**src/rtl/mmio_uart_tx_pkg.sv**
```systemverilog
// Shared definitions for the memory-mapped UART transmitter: register offsets,
// STATUS bit positions, FSM state encoding and a STATUS word packing helper.
// No logic; imported by mmio_uart_tx.
package mmio_uart_tx_pkg;

  // Register offsets from BASE_ADDR
  localparam logic [31:0] TXDATA_OFF = 32'h0000_0000;
  localparam logic [31:0] STATUS_OFF = 32'h0000_0004;

  // STATUS bit positions
  localparam int STAT_FULL   = 0;
  localparam int STAT_EMPTY  = 1;
  localparam int STAT_ACTIVE = 2;
  localparam int STAT_OVF    = 3;

  typedef enum logic [1:0] {
    ST_IDLE  = 2'd0,
    ST_START = 2'd1,
    ST_DATA  = 2'd2,
    ST_STOP  = 2'd3
  } uart_state_e;

  function automatic logic [31:0] pack_status(input logic ovf, input logic active,
                                              input logic empty, input logic full);
    logic [31:0] w;
    w              = 32'b0;
    w[STAT_OVF]    = ovf;
    w[STAT_ACTIVE] = active;
    w[STAT_EMPTY]  = empty;
    w[STAT_FULL]   = full;
    return w;
  endfunction

endpackage

```
**src/rtl/sync_fifo.sv**
```systemverilog
// Generic synchronous FIFO with first-word-fallthrough read (dout shows the head).
// Latency: a push is visible on dout/empty right after its clock edge.
// Backpressure: push on full is ignored unless a pop happens in the same cycle;
// pop on empty is ignored.
// Ports: CLK, RST (async active-high), push/din, pop/dout, full, empty.
module sync_fifo #(
  parameter int WIDTH = 8,
  parameter int DEPTH = 8
) (
  input  logic             CLK,
  input  logic             RST,
  input  logic             push,
  input  logic             pop,
  input  logic [WIDTH-1:0] din,
  output logic [WIDTH-1:0] dout,
  output logic             full,
  output logic             empty
);

  localparam int AW = $clog2(DEPTH);

  logic [WIDTH-1:0] mem [DEPTH];
  logic [AW-1:0]    wr_ptr;
  logic [AW-1:0]    rd_ptr;
  logic [AW:0]      count;
  logic             do_push;
  logic             do_pop;

  assign full  = (count == (AW+1)'(DEPTH));
  assign empty = (count == '0);
  assign dout  = mem[rd_ptr];

  // A pop frees the slot in the same cycle, so a push on full is still taken.
  assign do_pop  = pop && !empty;
  assign do_push = push && (!full || do_pop);

  always_ff @(posedge CLK or posedge RST) begin
    if (RST) begin
      wr_ptr <= '0;
      rd_ptr <= '0;
      count  <= '0;
    end else begin
      if (do_push) wr_ptr <= wr_ptr + AW'(1);
      if (do_pop)  rd_ptr <= rd_ptr + AW'(1);
      case ({do_push, do_pop})
        2'b10:   count <= count + (AW+1)'(1);
        2'b01:   count <= count - (AW+1)'(1);
        default: count <= count;
      endcase
    end
  end

  // Storage carries no reset; pointers alone define what is valid.
  always_ff @(posedge CLK) begin
    if (do_push) mem[wr_ptr] <= din;
  end

endmodule

```
**src/rtl/mmio_uart_tx.sv**
```systemverilog
// Memory-mapped 8N1 UART transmitter fed by CPU stores to TXDATA, status polled via RdAddr.
// Latency: store at edge N queues the byte; start bit drives TX from edge N+1; frame = 10 bit periods.
// Backpressure: none toward the CPU; stores to a full FIFO are dropped and flag sticky Overflow.
// Ports: CLK, RST (async active-high); ALUResult/WriteData/MemWrite store port;
// RdAddr -> RdData combinational status read; TX serial line, Busy, Overflow.
module mmio_uart_tx
  import mmio_uart_tx_pkg::*;
#(
  parameter logic [31:0] BASE_ADDR    = 32'h0000_1000,
  parameter int          CLKS_PER_BIT = 434,
  parameter int          FIFO_DEPTH   = 8
) (
  input  logic        CLK,
  input  logic        RST,
  input  logic [31:0] ALUResult,
  input  logic [31:0] WriteData,
  input  logic        MemWrite,
  input  logic [31:0] RdAddr,
  output logic [31:0] RdData,
  output logic        TX,
  output logic        Busy,
  output logic        Overflow
);

  localparam int              CNT_W       = $clog2(CLKS_PER_BIT);
  localparam logic [CNT_W-1:0] CNT_RELOAD = CNT_W'(CLKS_PER_BIT - 1);
  localparam logic [31:0]     TXDATA_ADDR = BASE_ADDR + TXDATA_OFF;
  localparam logic [31:0]     STATUS_ADDR = BASE_ADDR + STATUS_OFF;

  uart_state_e      state_q, state_d;
  logic [CNT_W-1:0] cnt_q, cnt_d;
  logic [2:0]       idx_q, idx_d;
  logic [7:0]       shift_q, shift_d;
  logic             tx_d;

  logic             push_req;
  logic             ovf_clr;
  logic             ovf_set;
  logic             fifo_pop;
  logic             fifo_full;
  logic             fifo_empty;
  logic [7:0]       fifo_dout;
  logic             unused_wdata;

  assign unused_wdata = ^{WriteData[31:8], WriteData[7:0]};

  // Address decode on the store path
  assign push_req = MemWrite && (ALUResult == TXDATA_ADDR);
  assign ovf_clr  = MemWrite && (ALUResult == STATUS_ADDR) && WriteData[STAT_OVF];
  assign ovf_set  = push_req && fifo_full && !fifo_pop;

  sync_fifo #(
    .WIDTH (8),
    .DEPTH (FIFO_DEPTH)
  ) u_fifo (
    .CLK   (CLK),
    .RST   (RST),
    .push  (push_req),
    .pop   (fifo_pop),
    .din   (WriteData[7:0]),
    .dout  (fifo_dout),
    .full  (fifo_full),
    .empty (fifo_empty)
  );

  // Sticky overflow; a drop in the same cycle as a clear keeps the flag set.
  always_ff @(posedge CLK or posedge RST) begin
    if (RST) begin
      Overflow <= 1'b0;
    end else if (ovf_set) begin
      Overflow <= 1'b1;
    end else if (ovf_clr) begin
      Overflow <= 1'b0;
    end
  end

  always_ff @(posedge CLK or posedge RST) begin
    if (RST) begin
      state_q <= ST_IDLE;
      cnt_q   <= '0;
      idx_q   <= '0;
      shift_q <= '0;
      TX      <= 1'b1;
    end else begin
      state_q <= state_d;
      cnt_q   <= cnt_d;
      idx_q   <= idx_d;
      shift_q <= shift_d;
      TX      <= tx_d;
    end
  end

  always_comb begin
    state_d  = state_q;
    cnt_d    = cnt_q;
    idx_d    = idx_q;
    shift_d  = shift_q;
    fifo_pop = 1'b0;

    case (state_q)
      ST_IDLE: begin
        if (!fifo_empty) begin
          fifo_pop = 1'b1;
          shift_d  = fifo_dout;
          cnt_d    = CNT_RELOAD;
          state_d  = ST_START;
        end
      end
      ST_START: begin
        if (cnt_q == '0) begin
          cnt_d   = CNT_RELOAD;
          idx_d   = 3'd0;
          state_d = ST_DATA;
        end else begin
          cnt_d = cnt_q - CNT_W'(1);
        end
      end
      ST_DATA: begin
        if (cnt_q == '0) begin
          shift_d = {1'b0, shift_q[7:1]};
          cnt_d   = CNT_RELOAD;
          if (idx_q == 3'd7) begin
            state_d = ST_STOP;
          end else begin
            idx_d = idx_q + 3'd1;
          end
        end else begin
          cnt_d = cnt_q - CNT_W'(1);
        end
      end
      ST_STOP: begin
        if (cnt_q == '0) begin
          // Chain straight into the next start bit when more data is queued.
          if (!fifo_empty) begin
            fifo_pop = 1'b1;
            shift_d  = fifo_dout;
            cnt_d    = CNT_RELOAD;
            state_d  = ST_START;
          end else begin
            cnt_d   = '0;
            state_d = ST_IDLE;
          end
        end else begin
          cnt_d = cnt_q - CNT_W'(1);
        end
      end
      default: begin
        state_d = ST_IDLE;
        cnt_d   = '0;
      end
    endcase

    // TX is registered from the next state so the line changes only on clock edges.
    case (state_d)
      ST_START: tx_d = 1'b0;
      ST_DATA:  tx_d = shift_d[0];
      default:  tx_d = 1'b1;
    endcase
  end

  assign Busy = (state_q != ST_IDLE) || !fifo_empty;

  always_comb begin
    RdData = 32'b0;
    if (RdAddr == STATUS_ADDR) begin
      RdData = pack_status(Overflow, state_q != ST_IDLE, fifo_empty, fifo_full);
    end
  end

endmodule

```
**config.mk**
```make
export PLATFORM = sky130hd
export DESIGN_NAME = mmio_uart_tx
export DESIGN_NICKNAME = d
export VERILOG_FILES = /design/src/rtl/mmio_uart_tx_pkg.sv /design/src/rtl/sync_fifo.sv /design/src/rtl/mmio_uart_tx.sv
export SDC_FILE = /design/constraint.sdc
export NUM_CORES = 1
export LEC_CHECK = 0
export BUFFER_PORTS_ARGS = -buffer_cell sky130_fd_sc_hd__buf_4
export CAP_MARGIN = 30
export CORE_UTILIZATION = 25
export CTS_CLUSTER_DIAMETER = 200
export CTS_CLUSTER_SIZE = 28
export DETAILED_ROUTE_END_ITERATION = 6
export PLACE_DENSITY = 0.55
export SETUP_SLACK_MARGIN = 0.05
export SLEW_MARGIN = 10
export SYNTH_ARGS = -nofsm -noshare
export SYNTH_HDL_FRONTEND = slang
export SYNTH_HIERARCHICAL = 1
export SYNTH_SLANG_ARGS = --single-unit
```
**constraint.sdc**
```tcl
create_clock -name CLK -period 3.8 [get_ports CLK]
set_input_delay 0.76 -clock CLK [delete_from_list [all_inputs] [get_ports CLK]]
set_output_delay 0.76 -clock CLK [all_outputs]
set_load 0.02 [all_outputs]
```
# --- After elaboration in Yosys (flattened, before gate mapping) ---
# Memories as Yosys holds them, arrays and structs flattened.
# Index checks and enable logic that the tools add are counted.
op_classes:
  mux: 30
  addsub: 6
  n_reduce_logical: 23
  eq_ne: 17
ops:
  columns: ["operator", "n"]
  rows:
  - ["== test 32 x 13 -> 1 bit (second input constant)", 3]
  - ["two-way mux 9 bit", 4]
  - ["one-hot mux 9 bit (3 select lines)", 1]
  - ["two-way mux 8 bit", 3]
  - ["one-hot mux 8 bit (3 select lines)", 1]
  - ["two-way mux 2 bit", 5]
  - ["!= test 2 bit (second input constant)", 5]
  - ["adder 3 x 1 -> 3 bit (second input constant)", 3]
  - ["logical NOT 9 bit", 1]
  - ["two-way mux 3 bit", 3]
  - ["subtractor 9 x 1 -> 9 bit (second input constant)", 1]
  - ["== test 2 bit (second input constant)", 4]
  - ["one-hot mux 2 bit (4 select lines)", 1]
  - ["one-hot mux 4 bit (2 select lines)", 1]
  - ["nonzero test 2 bit", 4]
  - ["logical AND 1 bit", 7]
  - ["two-way mux 1 bit", 7]
  - ["== test 2 x 1 -> 1 bit (second input constant)", 3]
  - ["one-hot mux 3 bit (2 select lines)", 1]
  - ["adder 4 x 1 -> 4 bit (second input constant)", 1]
  - ["== test 4 bit (second input constant)", 1]
  - ["logical NOT 4 bit", 1]
  - ["two-way mux 4 bit", 1]
  - ["one-hot mux 1 bit (2 select lines)", 2]
  - ["other kinds (9)", 12]
totals:
  word_cells: 87
  memories: 1
  reg_bits: 34
  ram_bits: 64
memory_table:
  columns: ["memory", "words", "word_bits", "rd", "rd_clocked_by_memory_dff", "write_ports", "line", "text"]
  rows:
  - ["u_fifo.mem", 8, 8, 1, 0, 1, "sync_fifo.sv:22", "logic [WIDTH-1:0] mem [DEPTH];"]

# --- Longest topological paths before layout ---
depth:
  word_depth: 9
  depth_mapped: 15
  ltp_nobuf: 14

# --- Modules after synthesis ---
# The synthesis kept the hierarchy.
modules_own_cells:
  columns: ["module", "seq_area_each_um2", "cells_each", "area_per_inst_um2", "n_inst"]
  rows:
  - ["sync_fifo", 2172.1, 165, 3135.5, 1]
  - ["mmio_uart_tx", 601.8, 228, 2008.2, 1]

# --- Worst setup path after synthesis ---
# OpenSTA, ideal clock, no wires.
synth_path:
  path_type: "reg2reg"
  startpoint: "register cnt_q[0]"
  endpoint: "register u_fifo.count[3]"
  path_slack_ns: 0.494
  period_less_slack_ns: 3.306
  n_path_buf: 1
  t_arrival_ns: 3.237
  stages_incl_launch_ff: 16
  setup_time_ns: 0.069
  path_cell_list: "dfrtp_1 -> inv_1 -> ha_1 -> nor4b_1 -> buf_4 -> a31oi_4 -> or3_1 -> inv_1 -> o21ai_2 -> or2_2 -> inv_1 -> ha_1 -> or2_2 -> nand3_1 -> mux2_2 -> nand3b_1"
synth_between:
  elab_chain_len: 8
  word_cells_on_any_way: 10
  cone_classes: "eq/ne: 2; mux: 3; reduce/logical: 5"
synth_lines:
  columns: ["item", "line", "text"]
  rows:
  - ["from (decl)", "mmio_uart_tx.sv:31", "logic [CNT_W-1:0] cnt_q, cnt_d;"]
  - ["from (signal assigned)", "mmio_uart_tx.sv:86", "cnt_q <= cnt_d;"]
  - ["logical NOT 9 bit *", "mmio_uart_tx.sv:132", "if (cnt_q == '0) begin"]
  - ["two-way mux 1 bit *", "mmio_uart_tx.sv:132", null]
  - ["one-hot mux 1 bit (2 select lines) *", "mmio_uart_tx.sv:100", "case (state_q)"]
  - ["named net fifo_pop", "mmio_uart_tx.sv:39", "logic fifo_pop;"]
  - ["logical AND 1 bit *", "sync_fifo.sv:34", "assign do_pop = pop && !empty;"]
  - ["logical OR 1 bit", "sync_fifo.sv:35", "assign do_push = push && (!full || do_pop);"]
  - ["logical AND 1 bit", "sync_fifo.sv:35", null]
  - ["== test 2 x 1 -> 1 bit / == test 2 bit (equally long branches)", "sync_fifo.sv:45", "case ({do_push, do_pop})"]
  - ["one-hot mux 4 bit (2 select lines) / nonzero test 2 bit (equally long branches)", null, null]
  - ["to (signal assigned)", "sync_fifo.sv:46", "2'b10: count <= count + (AW+1)'(1);"]
  - ["to (signal assigned)", "sync_fifo.sv:47", "2'b01: count <= count - (AW+1)'(1);"]
  - ["to (signal assigned)", "sync_fifo.sv:48", "default: count <= count;"]
  - ["to (decl)", "sync_fifo.sv:25", "logic [AW:0] count;"]
# Mark *: on every way through the listed nets, which the timed path passes. The rest lies on a longest branch.
# A chain may end at the register's enable or synchronous reset.

# --- Final worst setup path ---
# Ends and elaborated chain as after synthesis.

==> summary.txt <==
fin crit share - 91.69%
initial antenna violation count - 0
status - finished clean
drt total wl - 10.95 mm
# nets final - 595
Final WS setup - 315.7 ps
cell taking the most area after synthesis - edfxtp_1
crit path max fanout - 10
total of max-cap violations - 0
Die Ht - 145.4 um
flop and latch count out of synthesis - 98
Synth Area in Adders - 3.551%
Diodes inserted - 0
DR pass1 iterations - 4
average instance area after synthesis - 13.09 um2
post-route minimum period - 3484 ps
Post-synth EDFFs - 64
Setup TNS Final - 0 ps
DP Worst Slack - 255.6 ps
vias in the first global route - 3,516
Slew HR - 39.83%
synth top area cells - edfxtp_1 (37%), dfrtp_1 (16%), mux4_1 (6.1%)
simple-gate share of the synthesized area - 11.70%
Worst-Margin Slew - 902.6 ps
Final Setup Violations - 0
Final ANT Viol Nets - 0
Starting DRT DRC Count - 218
CORE AREA - 20,230 um2
fin area - 6291 um2
placed cell area - 5956 um2
grt ovf - 0
Clock Latency Late Sink - 350 ps
P_leak - 2.472 nW
Synth Flop Type - edfxtp_1
Hold WC Path Type - in2async
fmax - 287.0 MHz
RD Place Congestion - 0.7859
CP startpoint kind - flip-flop
YS warnings - 6
mux share of post-synthesis cell area - 11.92%
vias per inst - 4.464
Syn Inst Count - 393
final core utilization - 31.09%
largest net degree at the start of global routing - 25
CTS Buffer Depth - 2
slowest stage delay, CP - 420 ps
Reg clk slew, reported paths - 70 ps
H-tree depth - 3
CP dominant cell by count - inv_1
Compound-Gate Fraction of Synth Area - 9.973%
Root Driver - clkbuf_16
Sink Count - 98
clk_skew - 7.393 ps
CTS tree - done
Yosys top cell area share - 37.36%
Power Density - 345.8 nW/um2
Cell Area, Synth - 5144 um2
IO Count - 134
Overall Global Routing Usage - 10.78%
layout cell share with drive strength beyond 1 - 29.63%
CTS resizes - 0
slowest CP cell - dfrtp_1
drt wl/cell - 14.48 um
Data required, critical path - 4080 ps
hold_buf cts - 0
Peak VDD IR - 0.0003315 V
# Post-CTS Setup Buffers - 0
Overall Power - 2.176 mW
first-pass GRT wire length - 18.07 mm
FP Rows - 52
Die Area - 21,150 um2
via count - 3,375
sequential-to-total area share from yosys stat - 53.93%
library cells used by synthesis - 65
crit path kind - reg2reg
IO Port Bufs - 81
Initial Util - 25.42%
CP Cell Sequence - inv_1 -> ha_1 -> nor4b_4 -> a31oi_4 -> or3_1 -> inv_1 -> o21ai_2 -> or2_2 -> inv_1 -> ha_1 -> or2_2 -> nand3_1 -> mux2_2 -> nand3b_1
commonest non-fill, non-tap cell in the layout - buf_4
Pins Over Slew Limit - 0
main combinational cell family by area after synthesis - multiplexers
drc violations - 0
DPL Wire Length - 7.793 mm
Area Overhead vs Synth - 22.31%
XOR/XNOR Fraction of Synth Area - 1.022%
chip width - 145.4 um
CP endpoint kind - flip-flop
Inserted Clock Buffers - 9
RSZ-0062 raised after global routing - false
WP data arrival - 3760 ps
commonest cells after routing, fill and taps aside - buf_4 (95), edfxtp_1 (64), dfrtp_1 (33), conb_1 (28), nand2_1 (27)
FFs w/ async S/R, synth - 34.69%
Hold Fails Final Rpt - 0
## power breakdown
| group | switching [mW] | internal, mW | total (mW) |
|---|---|---|---|
| clock network | 0.416 | 0.516 | 0.932 |
| registers | 0.000000000378 | 1.14 | 1.14 |
| logic | 0.0536 | 0.0533 | 0.107 |
| total | 0.469 | 1.71 | 2.18 |
## layout make-up
class                      instances  area [um2]
fill                            2023       13940
sequential                        98        2774
multi-input combinational        262        2083
timing repair buffer              96       740.7
tap                              270       337.8
clock buffer                       9       225.2
clock inverter                     6       73.82
inverter                          15       56.30
## cells in the mapped netlist (3+ instances only)
library cell,number
edfxtp_1,64
dfrtp_1,33
buf_4,30
nand2_1,27
nor2_1,19
o21ai_0,17
inv_1,15
ha_1,13
mux4_1,12
nor4_1,12
a21oi_1,10
mux2_2,10
a22o_1,9
nor3_1,9
mux2i_1,8
nor4b_1,7
a31oi_1,6
buf_6,6
nand2b_1,6
nand3_1,6
nand4_1,5
a21o_1,4
and2_1,4
mux4_2,4
xnor2_1,4
buf_1,3
or3_1,3
## registers in the layout (all words and copies together), names as in the netlist
signal / flops
u_fifo/mem: 64
u_fifo/rd_ptr: 3
Overflow: 1
state_q: 2
shift_q: 8
u_fifo/wr_ptr: 3
TX: 1
u_fifo/count: 4
idx_q: 3
cnt_q: 9
## through the flow
stage	hold WS, ps	instances
after CTS	423.4	755
after global routing	438.1	756
after detailed placement	506.4	740
after global placement	486.7	740
final	409.7	756
after floorplan	470.1	420
## final timing paths
kind,start,endpoint,slack [ps],cells past startpoint
min in group CLK,shift_q[7]$_DFFE_PP0P_,shift_q[7]$_DFFE_PP0P_,520,2
hold / removal,RST,u_fifo/rd_ptr[0]$_DFFE_PP0N_,410,2
setup / recovery,cnt_q[0]$_DFFE_PP0P_,u_fifo/count[3]$_DFFE_PP0P_,320,14
setup reg to reg,cnt_q[0]$_DFFE_PP0P_,u_fifo/count[3]$_DFFE_PP0P_,320,14
hold reg to reg,shift_q[7]$_DFFE_PP0P_,shift_q[7]$_DFFE_PP0P_,520,2
max in group asynchronous,RST,TX$_DFF_PP1_,2860,3
## cells by family after synthesis
family                   Yosys count
AND/OR/NAND/NOR                  110
flip-flops                        98
AO/OA/AOI/OAI                     69
buffers and inverters             60
multiplexers                      35
adder cells (fa/ha/maj)           14
XOR/XNOR                           6
other                              1
## worst max-delay path: cells and delay by family (launching register included)
family	cells	cell delay (ps)
and+or+nand+nor	6	1480
buffers and inverters	3	420
DFF	1	420
adders and majority gates	2	410
muxes	1	340
AOI/OAI and AO/OA	2	330
## per-layer routing
layer,wire (um),part of all wire [%],vias up,global-route usage (%)
met4,153,1.4,0,3.632
li1,-,-,1618,-
met2,5416,49,83,18.37
met5,0,0,-,0
met3,418,3.8,14,2.351
met1,4956,45,1660,13.52
Note: power is estimated with default switching activity, not from simulation.
